File: config.mk
export PLATFORM = sky130hd
export DESIGN_NAME = regfile_write_scheduler_flat
export DESIGN_NICKNAME = d
export VERILOG_FILES = /design/src/rtl/regfile_write_scheduler_if.sv /design/src/rtl/regfile_write_scheduler.sv /design/src/flat_wrapper.sv
export SDC_FILE = /design/constraint.sdc
export NUM_CORES = 1
export LEC_CHECK = 0
export CAP_MARGIN = 10
export CORE_MARGIN = 2
export CORE_UTILIZATION = 46
export CTS_CLUSTER_SIZE = 40
export DETAILED_ROUTE_END_ITERATION = 6
export PLACE_DENSITY = 0.9
export SETUP_SLACK_MARGIN = 0.1
export SYNTH_ARGS = -nofsm -noshare
export SYNTH_HDL_FRONTEND = slang
export SYNTH_SLANG_ARGS = --single-unit
File: constraint.sdc
create_clock -name clock -period 3.2 [get_ports clock]
set_input_delay 0.64 -clock clock [delete_from_list [all_inputs] [get_ports clock]]
set_output_delay 0.64 -clock clock [all_outputs]
set_load 0.02 [all_outputs]
File: src/rtl/regfile_write_scheduler_if.sv
// Writeback requester bus for regfile_write_scheduler.
// One valid/addr/data slice per requester; the scheduler returns a one-hot (or zero) ready.
interface regfile_write_scheduler_if #(
    parameter int NUM_REQ = 3,
    parameter int ADDR_W  = 5,
    parameter int DATA_W  = 32
);
    logic [NUM_REQ-1:0]        req_valid;
    logic [NUM_REQ*ADDR_W-1:0] req_addr;
    logic [NUM_REQ*DATA_W-1:0] req_data;
    logic [NUM_REQ-1:0]        req_ready;

    // Requester side drives the request, scheduler side drives the grant.
    modport master (output req_valid, req_addr, req_data, input  req_ready);
    modport slave  (input  req_valid, req_addr, req_data, output req_ready);
endinterface

File: src/rtl/regfile_write_scheduler.sv
// Register-file write port scheduler.
// Arbitrates NUM_REQ writeback requesters onto the single register-file write port
// (round-robin by default), keeps a per-register outstanding-write scoreboard fed by
// decode reservations, and reports source-operand hazards to decode.
// Build option: define REGFILE_WRITE_SCHED_FIXED_PRIO_EN for fixed lowest-index-wins
// priority (no round-robin pointer; starvation allowed).
module regfile_write_scheduler #(
    parameter int NUM_REQ = 3,
    parameter int ADDR_W  = 5,
    parameter int DATA_W  = 32,
    parameter int CNT_W   = 2
) (
    input  logic                      clock,
    input  logic                      reset,
    regfile_write_scheduler_if.slave  req,
    input  logic                      reserve_valid,
    input  logic [ADDR_W-1:0]         reserve_addr,
    output logic                      reserve_ready,
    input  logic [ADDR_W-1:0]         check_addr_1,
    input  logic [ADDR_W-1:0]         check_addr_2,
    output logic                      busy_1,
    output logic                      busy_2,
    output logic                      stall,
    output logic [ADDR_W-1:0]         rf_write_address,
    output logic [DATA_W-1:0]         rf_write_data,
    output logic                      rf_write_enable
);
    localparam int NUM_REGS = 1 << ADDR_W;
    localparam int IDX_W    = $clog2(NUM_REQ);
    localparam logic [CNT_W-1:0] CNT_MAX = '1;

    logic [NUM_REQ-1:0] grant;
    logic [IDX_W-1:0]   grant_idx;
    logic               found;
    logic               transfer;
    logic [ADDR_W-1:0]  win_addr;
    logic [DATA_W-1:0]  win_data;

    logic [CNT_W-1:0]    cnt [NUM_REGS];
    logic [NUM_REGS-1:0] inc;
    logic [NUM_REGS-1:0] dec;
    logic                do_reserve;

`ifndef REGFILE_WRITE_SCHED_FIXED_PRIO_EN
    logic [IDX_W-1:0] rr_ptr;
`endif

    // Pick the winning requester: first valid index at or after the pointer (or lowest index).
    always_comb begin
        // NOTE: every output of this block gets a default first so no path leaves it unassigned (no latch).
        grant     = '0;
        grant_idx = '0;
        found     = 1'b0;
`ifdef REGFILE_WRITE_SCHED_FIXED_PRIO_EN
        for (int k = NUM_REQ - 1; k >= 0; k--) begin
            if (req.req_valid[IDX_W'(k)]) begin
                grant_idx = IDX_W'(k);
                found     = 1'b1;
            end
        end
`else
        for (int k = 0; k < NUM_REQ; k++) begin
            logic [IDX_W-1:0] idx;
            idx = IDX_W'((int'(rr_ptr) + k) % NUM_REQ);
            if (!found && req.req_valid[idx]) begin
                grant_idx = idx;
                found     = 1'b1;
            end
        end
`endif
        if (found && !reset) begin
            grant[grant_idx] = 1'b1;
        end
    end

    assign req.req_ready = grant;
    assign transfer      = |grant;
    assign win_addr      = req.req_addr[grant_idx * ADDR_W +: ADDR_W];
    assign win_data      = req.req_data[grant_idx * DATA_W +: DATA_W];

    // Register the winner onto the write port; writes to r0 are accepted but never enabled.
    always_ff @(posedge clock) begin
        // NOTE: state is assigned with <= so every flop samples pre-edge values regardless of statement order.
        if (reset) begin
            rf_write_enable  <= 1'b0;
            rf_write_address <= '0;
            rf_write_data    <= '0;
        end else if (transfer) begin
            rf_write_enable  <= (win_addr != '0);
            rf_write_address <= win_addr;
            rf_write_data    <= win_data;
        end else begin
            rf_write_enable  <= 1'b0;
        end
    end

`ifndef REGFILE_WRITE_SCHED_FIXED_PRIO_EN
    // Advance the round-robin pointer past the requester that just transferred.
    always_ff @(posedge clock) begin
        if (reset) begin
            rr_ptr <= '0;
        end else if (transfer) begin
            rr_ptr <= (int'(grant_idx) == NUM_REQ - 1) ? '0 : grant_idx + 1'b1;
        end
    end
`endif

    assign reserve_ready = !reset && ((reserve_addr == '0) || (cnt[reserve_addr] != CNT_MAX));
    assign do_reserve    = reserve_valid && reserve_ready && (reserve_addr != '0);

    // Per-register increment (reservation) and decrement (write retiring this edge) requests.
    always_comb begin
        inc = '0;
        dec = '0;
        if (do_reserve) begin
            inc[reserve_addr] = 1'b1;
        end
        if (rf_write_enable) begin
            dec[rf_write_address] = 1'b1;
        end
    end

    // Scoreboard counters; r0 stays zero, collisions cancel, a retire at zero saturates.
    always_ff @(posedge clock) begin
        if (reset) begin
            // NOTE: this array is control state, not data storage, so it is cleared on reset.
            for (int r = 0; r < NUM_REGS; r++) begin
                cnt[r] <= '0;
            end
        end else begin
            for (int r = 1; r < NUM_REGS; r++) begin
                if (inc[r] && !dec[r]) begin
                    cnt[r] <= cnt[r] + 1'b1;
                end else if (dec[r] && !inc[r] && (cnt[r] != '0)) begin
                    cnt[r] <= cnt[r] - 1'b1;
                end
            end
        end
    end

    assign busy_1 = (check_addr_1 != '0) && (cnt[check_addr_1] != '0);
    assign busy_2 = (check_addr_2 != '0) && (cnt[check_addr_2] != '0);
    assign stall  = busy_1 || busy_2;

endmodule

File: src/flat_wrapper.sv
// flat-port wrapper written by rule: the top's interface ports become plain ports
module regfile_write_scheduler_flat 
#(
    parameter int NUM_REQ = 3,
    parameter int ADDR_W  = 5,
    parameter int DATA_W  = 32,
    parameter int CNT_W   = 2
)
  (clock, reset, reserve_valid, reserve_addr, reserve_ready, check_addr_1, check_addr_2, busy_1, busy_2, stall, rf_write_address, rf_write_data, rf_write_enable, req_req_valid, req_req_addr, req_req_data, req_req_ready);
  regfile_write_scheduler_if #(.NUM_REQ(NUM_REQ), .ADDR_W(ADDR_W), .DATA_W(DATA_W)) req_i ();
  input  logic clock;
  input  logic reset;
  input  logic reserve_valid;
  input  logic [ADDR_W-1:0] reserve_addr;
  output logic reserve_ready;
  input  logic [ADDR_W-1:0] check_addr_1;
  input  logic [ADDR_W-1:0] check_addr_2;
  output logic busy_1;
  output logic busy_2;
  output logic stall;
  output logic [ADDR_W-1:0] rf_write_address;
  output logic [DATA_W-1:0] rf_write_data;
  output logic rf_write_enable;
  input wire logic [$bits(req_i.req_valid)-1:0] req_req_valid;
  input wire logic [$bits(req_i.req_addr)-1:0] req_req_addr;
  input wire logic [$bits(req_i.req_data)-1:0] req_req_data;
  output wire logic [$bits(req_i.req_ready)-1:0] req_req_ready;
  assign req_i.req_valid = req_req_valid;
  assign req_i.req_addr = req_req_addr;
  assign req_i.req_data = req_req_data;
  assign req_req_ready = req_i.req_ready;
  regfile_write_scheduler #(.NUM_REQ(NUM_REQ), .ADDR_W(ADDR_W), .DATA_W(DATA_W), .CNT_W(CNT_W)) u_core (.clock(clock), .reset(reset), .req(req_i), .reserve_valid(reserve_valid), .reserve_addr(reserve_addr), .reserve_ready(reserve_ready), .check_addr_1(check_addr_1), .check_addr_2(check_addr_2), .busy_1(busy_1), .busy_2(busy_2), .stall(stall), .rf_write_address(rf_write_address), .rf_write_data(rf_write_data), .rf_write_enable(rf_write_enable));
endmodule
==> reports/results.tsv <==
stage	metric	value	unit
critical_path	reg-to-reg slack, setup	0.17	ns
critical_path	cell family contributing the most delay on the critical path	buffers and inverters	
critical_path	launch point of the worst reg-to-reg path	u_core.cnt[1][1]	
yosys	Main synth FF type	edfxtp_1	
yosys	post-synthesis register bit count	102	
yosys	Syn Nets	979	
floorplan	Initial Util	47.12	%
sta	Rel. slew slack	50.03	%
placed_design	HPWL after detailed placement	20.44	mm
global_route	global route overflow	0	
yosys	post-synth cell types	67	
clock_network	CTS tree	done	
critical_path	worst reg2reg endpoint	u_core.cnt[26][0]	
yosys	share of the synthesized area in the top cell type	24.78	%
critical_path	crit-path max cell delay	0.40	ns
drt	initial DRC count	938	
yosys	post-synthesis async set-or-reset flop share	0	%
critical_path	worst-case reg-to-reg path depth	11	
critical_path	Top cell by count, worst path	buf_12	
layout	utilization after layout	68.58	%
floorplan	die width	131.8	microns
critical_path	WS Path Type	in2reg	
layout	fin area	10930	sq um
drt	Via density	6.420	
sta	fin crit period	3.109	ns
yosys	cells after synthesis	844	
critical_path	total stage count of the critical path	13	
sta	Setup TNS	0	ns
drt	DRT Pass-1 Iters	6	
layout	area grow syn2layout	45.54	%
critical_path	worst path required time	3.26	ns
yosys	Seq/Total Area, Yosys	35.44	%
critical_path	CP max FO	9	
placed_design	Area after DPL	10180	sq um
critical_path	worst path bufs/invs	6	
critical_path	Cell Chain, Critical Path	dlygate4sd2_1 > buf_4 > nand2b_1 > or3_1 > a21oi_1 > nand4b_1 > buf_6 > a21boi_4 > buf_12 > buf_8 > buf_12 > a311o_1 > nand3b_1	
sta	Max Clk Rate	321.7	MHz
clock_network	cts bufs inserted	9	
critical_path	type of origin of the critical path	input pin	
sta	Clock Skew	0.01009	ns
layout	commonest non-fill, non-tap cell in the layout	clkdlybuf4s50_1	
layout	share of cells above drive strength 1	22.49	%
power_and_ir_drop	PwrDens	490.8	nW/um^2
global_route	first-pass GRT wire length	43.15	mm
drt	Remaining DRCs	0	
global_route	initial antenna violation count	2	
power_and_ir_drop	combinational share of power	45.9	%
clock_network	Skew-Pair Late Insertion Delay	0.36	ns
floorplan	Die H	131.8	microns
critical_path	arrival time worst endpoint	3.17	ns
clock_network	CTS HTree Levels	3	
drt	DRT Wirelength	28.07	mm
sta	period utilization	97.16	%
sta	Hold Vio Cnt, Final	0	
layout	fin nets	1224	
min_path	Min-Delay Startpoint	u_core.rr_ptr[0]	
yosys	synthesized area	7512	sq um
power_and_ir_drop	Peak VDD IR	382.3	uV
yosys	Synth Area per Inst	8.901	sq um
critical_path	Crit. Startpoint	reserve_addr[3]	
power_and_ir_drop	net switching power	2.034	mW
floorplan	Top Ports	177	
drt	vias	8417	
yosys	Synth warnings	0	
job	Max Cap Viol	0	
sta	Setup Viol. Count Final	0	
floorplan	# rows	46	
drt	Post-DRT Antenna Nets	0	
critical_path	end point of the critical path	u_core.cnt[12][1]	
placed_design	gpl congestion	1.034	
global_route	vias in the first global route	8191	
power_and_ir_drop	clock power share	20.0	%
drt	WL per Instance	21.41	microns
power_and_ir_drop	Lkg Pwr	4.191	nW
power_and_ir_drop	sequential power share	34.1	%
layout	register area	2663	sq um
global_route	Total GRT Usage	31.53	%
sta	Slew @ Worst Pin	0.7468	ns
global_route	largest net degree at the start of global routing	63	
power_and_ir_drop	internal power	3.332	mW
critical_path	crit path capture type	flip-flop	
floorplan	die area	17370	sq um
clock_network	Max clock buf depth	2	
layout	commonest cells after routing, fill and taps aside	157 x clkdlybuf4s50_1, 110 x buf_4, 108 x nor2_1, 82 x a21oi_1, 62 x edfxtp_1	
power_and_ir_drop	Sw Ratio	37.90	%
placed_design	PortBufs	176	
critical_path	Worst path slowest cell	or3_1	
layout	Multi-input gate area	4712	sq um
clock_network	Num Clock Sinks	102	
status	status	completed	
min_path	hold crit path type	reg2reg	
clock_network	clock-pin slew on the worst setup and hold paths	0.07	ns
clock_network	Root Buffer	clkbuf_16	
layout	Fillers	1209	
clock_network	# hold bufs at CTS	0	
yosys	synth top area cells	edfxtp_1 25%, dfxtp_1 11%, mux4_2 6.9%	
sta	total count of max-transition violations in the final report	0	
floorplan	Core ar.	15940	sq um
yosys	Post-synth EDFFs	62	
yosys	top cell type by total area after synthesis	edfxtp_1	
layout make-up:
type | instances | area share (%)
flip-flops and latches | 102 | 24.35
clock inverters | 4 | 0.2861
well taps | 216 | 2.472
inverters | 12 | 0.4120
clock buffers | 12 | 2.255
multi-input cells | 655 | 43.10
repair buffers | 309 | 27.10
diodes | 1 | 0.02289
synthesized netlist by cell type (13+ instances only):
cell      number
nand3b_1      15
mux2i_1       34
dfxtp_1       40
a31oi_1       15
nand3_1       27
edfxtp_1      62
mux4_2        23
nor2_1       110
clkbuf_1      60
nor3_1        47
a21oi_1       84
a221o_1       33
o21ai_0       13
nand2_1       59
power groups by stage:
| stage | logic (mW) | registers [mW] | clock network [mW] |
|---|---|---|---|
| after CTS | 2.39 | 1.82 | 1.07 |
| after global routing | 2.62 | 1.85 | 1.12 |
| after floorplan | 1.18 | 1.94 | 0 |
| after global placement | 2.29 | 1.84 | 0 |
| after detailed placement | 2.34 | 1.85 | 0 |
| final | 2.46 | 1.83 | 1.07 |
metal layers:
metal	track usage, %	up-vias	wire length [microns]
li1	-	3741	-
met2	53.49	576	13560
met5	0	-	22
met3	8.881	135	3070
met4	16.24	2	1579
met1	36.45	3963	9839
per-stage QoR:
step	hold WS (ns)	worst slack [ns]	std cells	power (mW)
2_1_floorplan	0.4536	0.06600	844	3.123
3_5_place_dp	0.4780	-0.7717	1267	4.189
3_3_place_gp	0.4684	-0.7608	1267	4.136
6_report	0.4866	0.09103	1311	5.366
5_1_grt	0.5032	-0.01268	1311	5.599
4_1_cts	0.4897	0.08894	1300	5.288
registers in the layout, indices dropped and copies added, names as in the netlist:
| name | count |
|---|---|
| u_core.rr_ptr | 2 |
| u_core.rf_write_data | 32 |
| u_core.cnt | 62 |
| u_core.rf_write_enable | 1 |
| u_core.rf_write_address | 5 |
logic make-up after synthesis:
family / synth area share (%)
AND/OR/NAND/NOR: 22.70
multiplexers: 12.52
AO/OA/AOI/OAI: 21.95
flip-flops: 35.44
XOR/XNOR: 1.749
buffers and inverters: 4.863
adder cells (fa/ha/maj): 0.7662
repair_timing:
item	4_1_cts	5_1_grt
cloned	2	1
buffers inserted	15	9
endpoints found under the hold margin	0	0
resized for setup	80	30
pin swaps	7	14
endpoints found under the setup margin	111	65
worst reg2reg max path, delay by kind of cell (launching register included):
kind / cells / cell delay (ns)
compound gates: 3 / 0.54
buf+inv: 4 / 0.57
flops: 1 / 0.49
mux: 2 / 0.54
simple gates: 2 / 0.58
how the worst min path moves through the flow:
stage / to / slack (ns) / cells past startpoint
floorplan: u_core.rr_ptr[0] / 0.45 / 2
global placement: u_core.rr_ptr[0] / 0.47 / 2
detailed placement: u_core.rf_write_data[23] / 0.48 / 2
CTS: u_core.rr_ptr[0] / 0.49 / 2
global route: u_core.rf_write_data[23] / 0.50 / 2
finish: u_core.rr_ptr[0] / 0.49 / 2
(Power assumes the default switching activity.)
==> RTL edit: new RTL, same flow settings <==
Build with the macro `REGFILE_WRITE_SCHED_FIXED_PRIO_EN` defined.
--- a/src/rtl/regfile_write_scheduler.sv
+++ b/src/rtl/regfile_write_scheduler.sv
@@ -4,6 +4,8 @@
 // decode reservations, and reports source-operand hazards to decode.
 // Build option: define REGFILE_WRITE_SCHED_FIXED_PRIO_EN for fixed lowest-index-wins
 // priority (no round-robin pointer; starvation allowed).
+`define REGFILE_WRITE_SCHED_FIXED_PRIO_EN
+
 module regfile_write_scheduler #(
     parameter int NUM_REQ = 3,
     parameter int ADDR_W  = 5,
Behaviour: not the same (a bounded check fails within 4 cycles, from zero or initial values and one cycle with reset high).
==> RTL edit against the original RTL <==
Wire length is 18% lower; die area shrank 12%; global-route usage fell by 0.62 points; sequential cell count decreased by 2; clock skew is 0.00057 ns higher; setup slack improved by 0.040 ns; count of clock-buffer cells in the layout is 2 lower; fmax is 1.3% higher; final area fell by 14%; synthesized area down 12%.
Power is not compared: it rests on default switching activity, and its combinational part moved more than twofold at a synthesized area within 25%.
==> RTL edit: results (changes against the original RTL) <==
status=completed; maximum fanout along the worst path=17 (+8); max incr delay on CP=0.48 ns (+0.08 ns); Mean Syn Cell Area=8.74 µm² (-1.8%); initial antenna violation count=0 (-2); fin cells=1161 (-11%); post-synthesis mux area share=11.7% (-0.86 points); Compound-Gate Fraction of Synth Area=18.2% (-3.7 points); largest net degree at the start of global routing=57 (-9.5%); Top Layer Used=met4; vias in the first global route=7073 (-14%); register area share after synthesis=39.9% (+4.4 points); Yosys cell types=61 (-9.0%); placed cells=1135 (-10%); highest-delay cell along the critical path=nor3_1; final clock skew=0.0107 ns (+0.000567 ns); Met3 Wirelength=2910 µm (-5.4%); Synth area leaders=edfxtp_1, dfxtp_1, nand2_1; hold crit path type=flop to flop; Place WS=-0.737 ns (+0.0346 ns); DRT Wirelength=23100 µm (-18%); Avg Vias per Cell=6.33 (-1.5%); GRT met3 Usage=8.12% (-0.76 points); layout cells sized above 1=21.4% (-1.1 points); CP arrival=3.19 ns (+0.02 ns); met2 Use GR=50.6% (-2.9 points); syn_nets=885 (-9.6%); global-route usage over all layers=30.9% (-0.62 points); Buffers on Ports=137 (-22%); critical path's top delay family=simple AND/OR/NAND/NOR gates; placed cell areas=8910 µm² (-12%); DR WL met2=10700 µm (-21%); met1 Usage GRT=36.6% (+0.16 points); first-pass GRT wire length=35800 µm (-17%); M1 wire length=7980 µm (-19%); DP Wirelength=17500 µm (-14%); Synth top cells by count=nand2_1, nor2_1, a21oi_1, edfxtp_1, clkbuf_1; Synth Area in XOR/XNOR=0.533% (-1.2 points); DRT iter0 DRCs=1025 (+9.3%); Slew HR=52.8% (+2.8 points); routability cong.=1.10 (+6.4%)
==> RTL edit: cell count changes in the layout (fill, tap and decap cells not counted), moves of 8 or more <==
cell,delta
a31oi_1,-9
nand3b_1,-13
a221o_1,-31
buf_4,+12
nand3_1,+9
a21oi_1,-16
nor3_1,-23
nor4_1,+13
nand2_1,+84
a211oi_1,+11
nor2_1,-39
clkdlybuf4s50_1,-38
or3_1,-8
==> RTL edit: power by group <==
| part | switching, mW | internal (mW) | leakage, nW | total (mW) |
|---|---|---|---|---|
| Combinational | 0.425 | 0.414 | 2.57 | 0.839 |
| Sequential | 0.0681 | 1.45 | 0.952 | 1.52 |
| Clock | 0.503 | 0.536 | 0.139 | 1.04 |
| Total | 0.996 | 2.40 | 3.66 | 3.40 |
==> RTL edit: timing repair <==
| item | 4_1_cts | 5_1_grt |
|---|---|---|
| endpoints found under the hold margin | 0 | 0 |
| setup endpoints to repair | 111 | 68 |
| resized for setup | 65 | 11 |
| setup buffers | 4 | 6 |
| gates cloned | 0 | 0 |
| pin swaps | 6 | 7 |
==> RTL edit: worst paths after layout <==
path	end	startpoint	slack, ns	cells past startpoint
max reg2reg	u_core.cnt[8][1]	u_core.cnt[27][1]	0.22	8
max	u_core.cnt[8][1]	reserve_addr[3]	0.13	11
min	u_core.cnt[6][0]	u_core.cnt[6][0]	0.62	1
min reg2reg	u_core.cnt[6][0]	u_core.cnt[6][0]	0.62	1
==> RTL edit: final cells by class <==
| class | count | area, µm² |
|---|---|---|
| Timing Repair Buffer | 270 | 2420 |
| Inverter | 13 | 48.8 |
| Sequential cell | 100 | 2620 |
| Fill cell | 1054 | 4560 |
| Clock inverter | 6 | 43.8 |
| Multi-Input combinational cell | 582 | 3780 |
| Clock buffer | 10 | 229 |
| Tap cell | 180 | 225 |
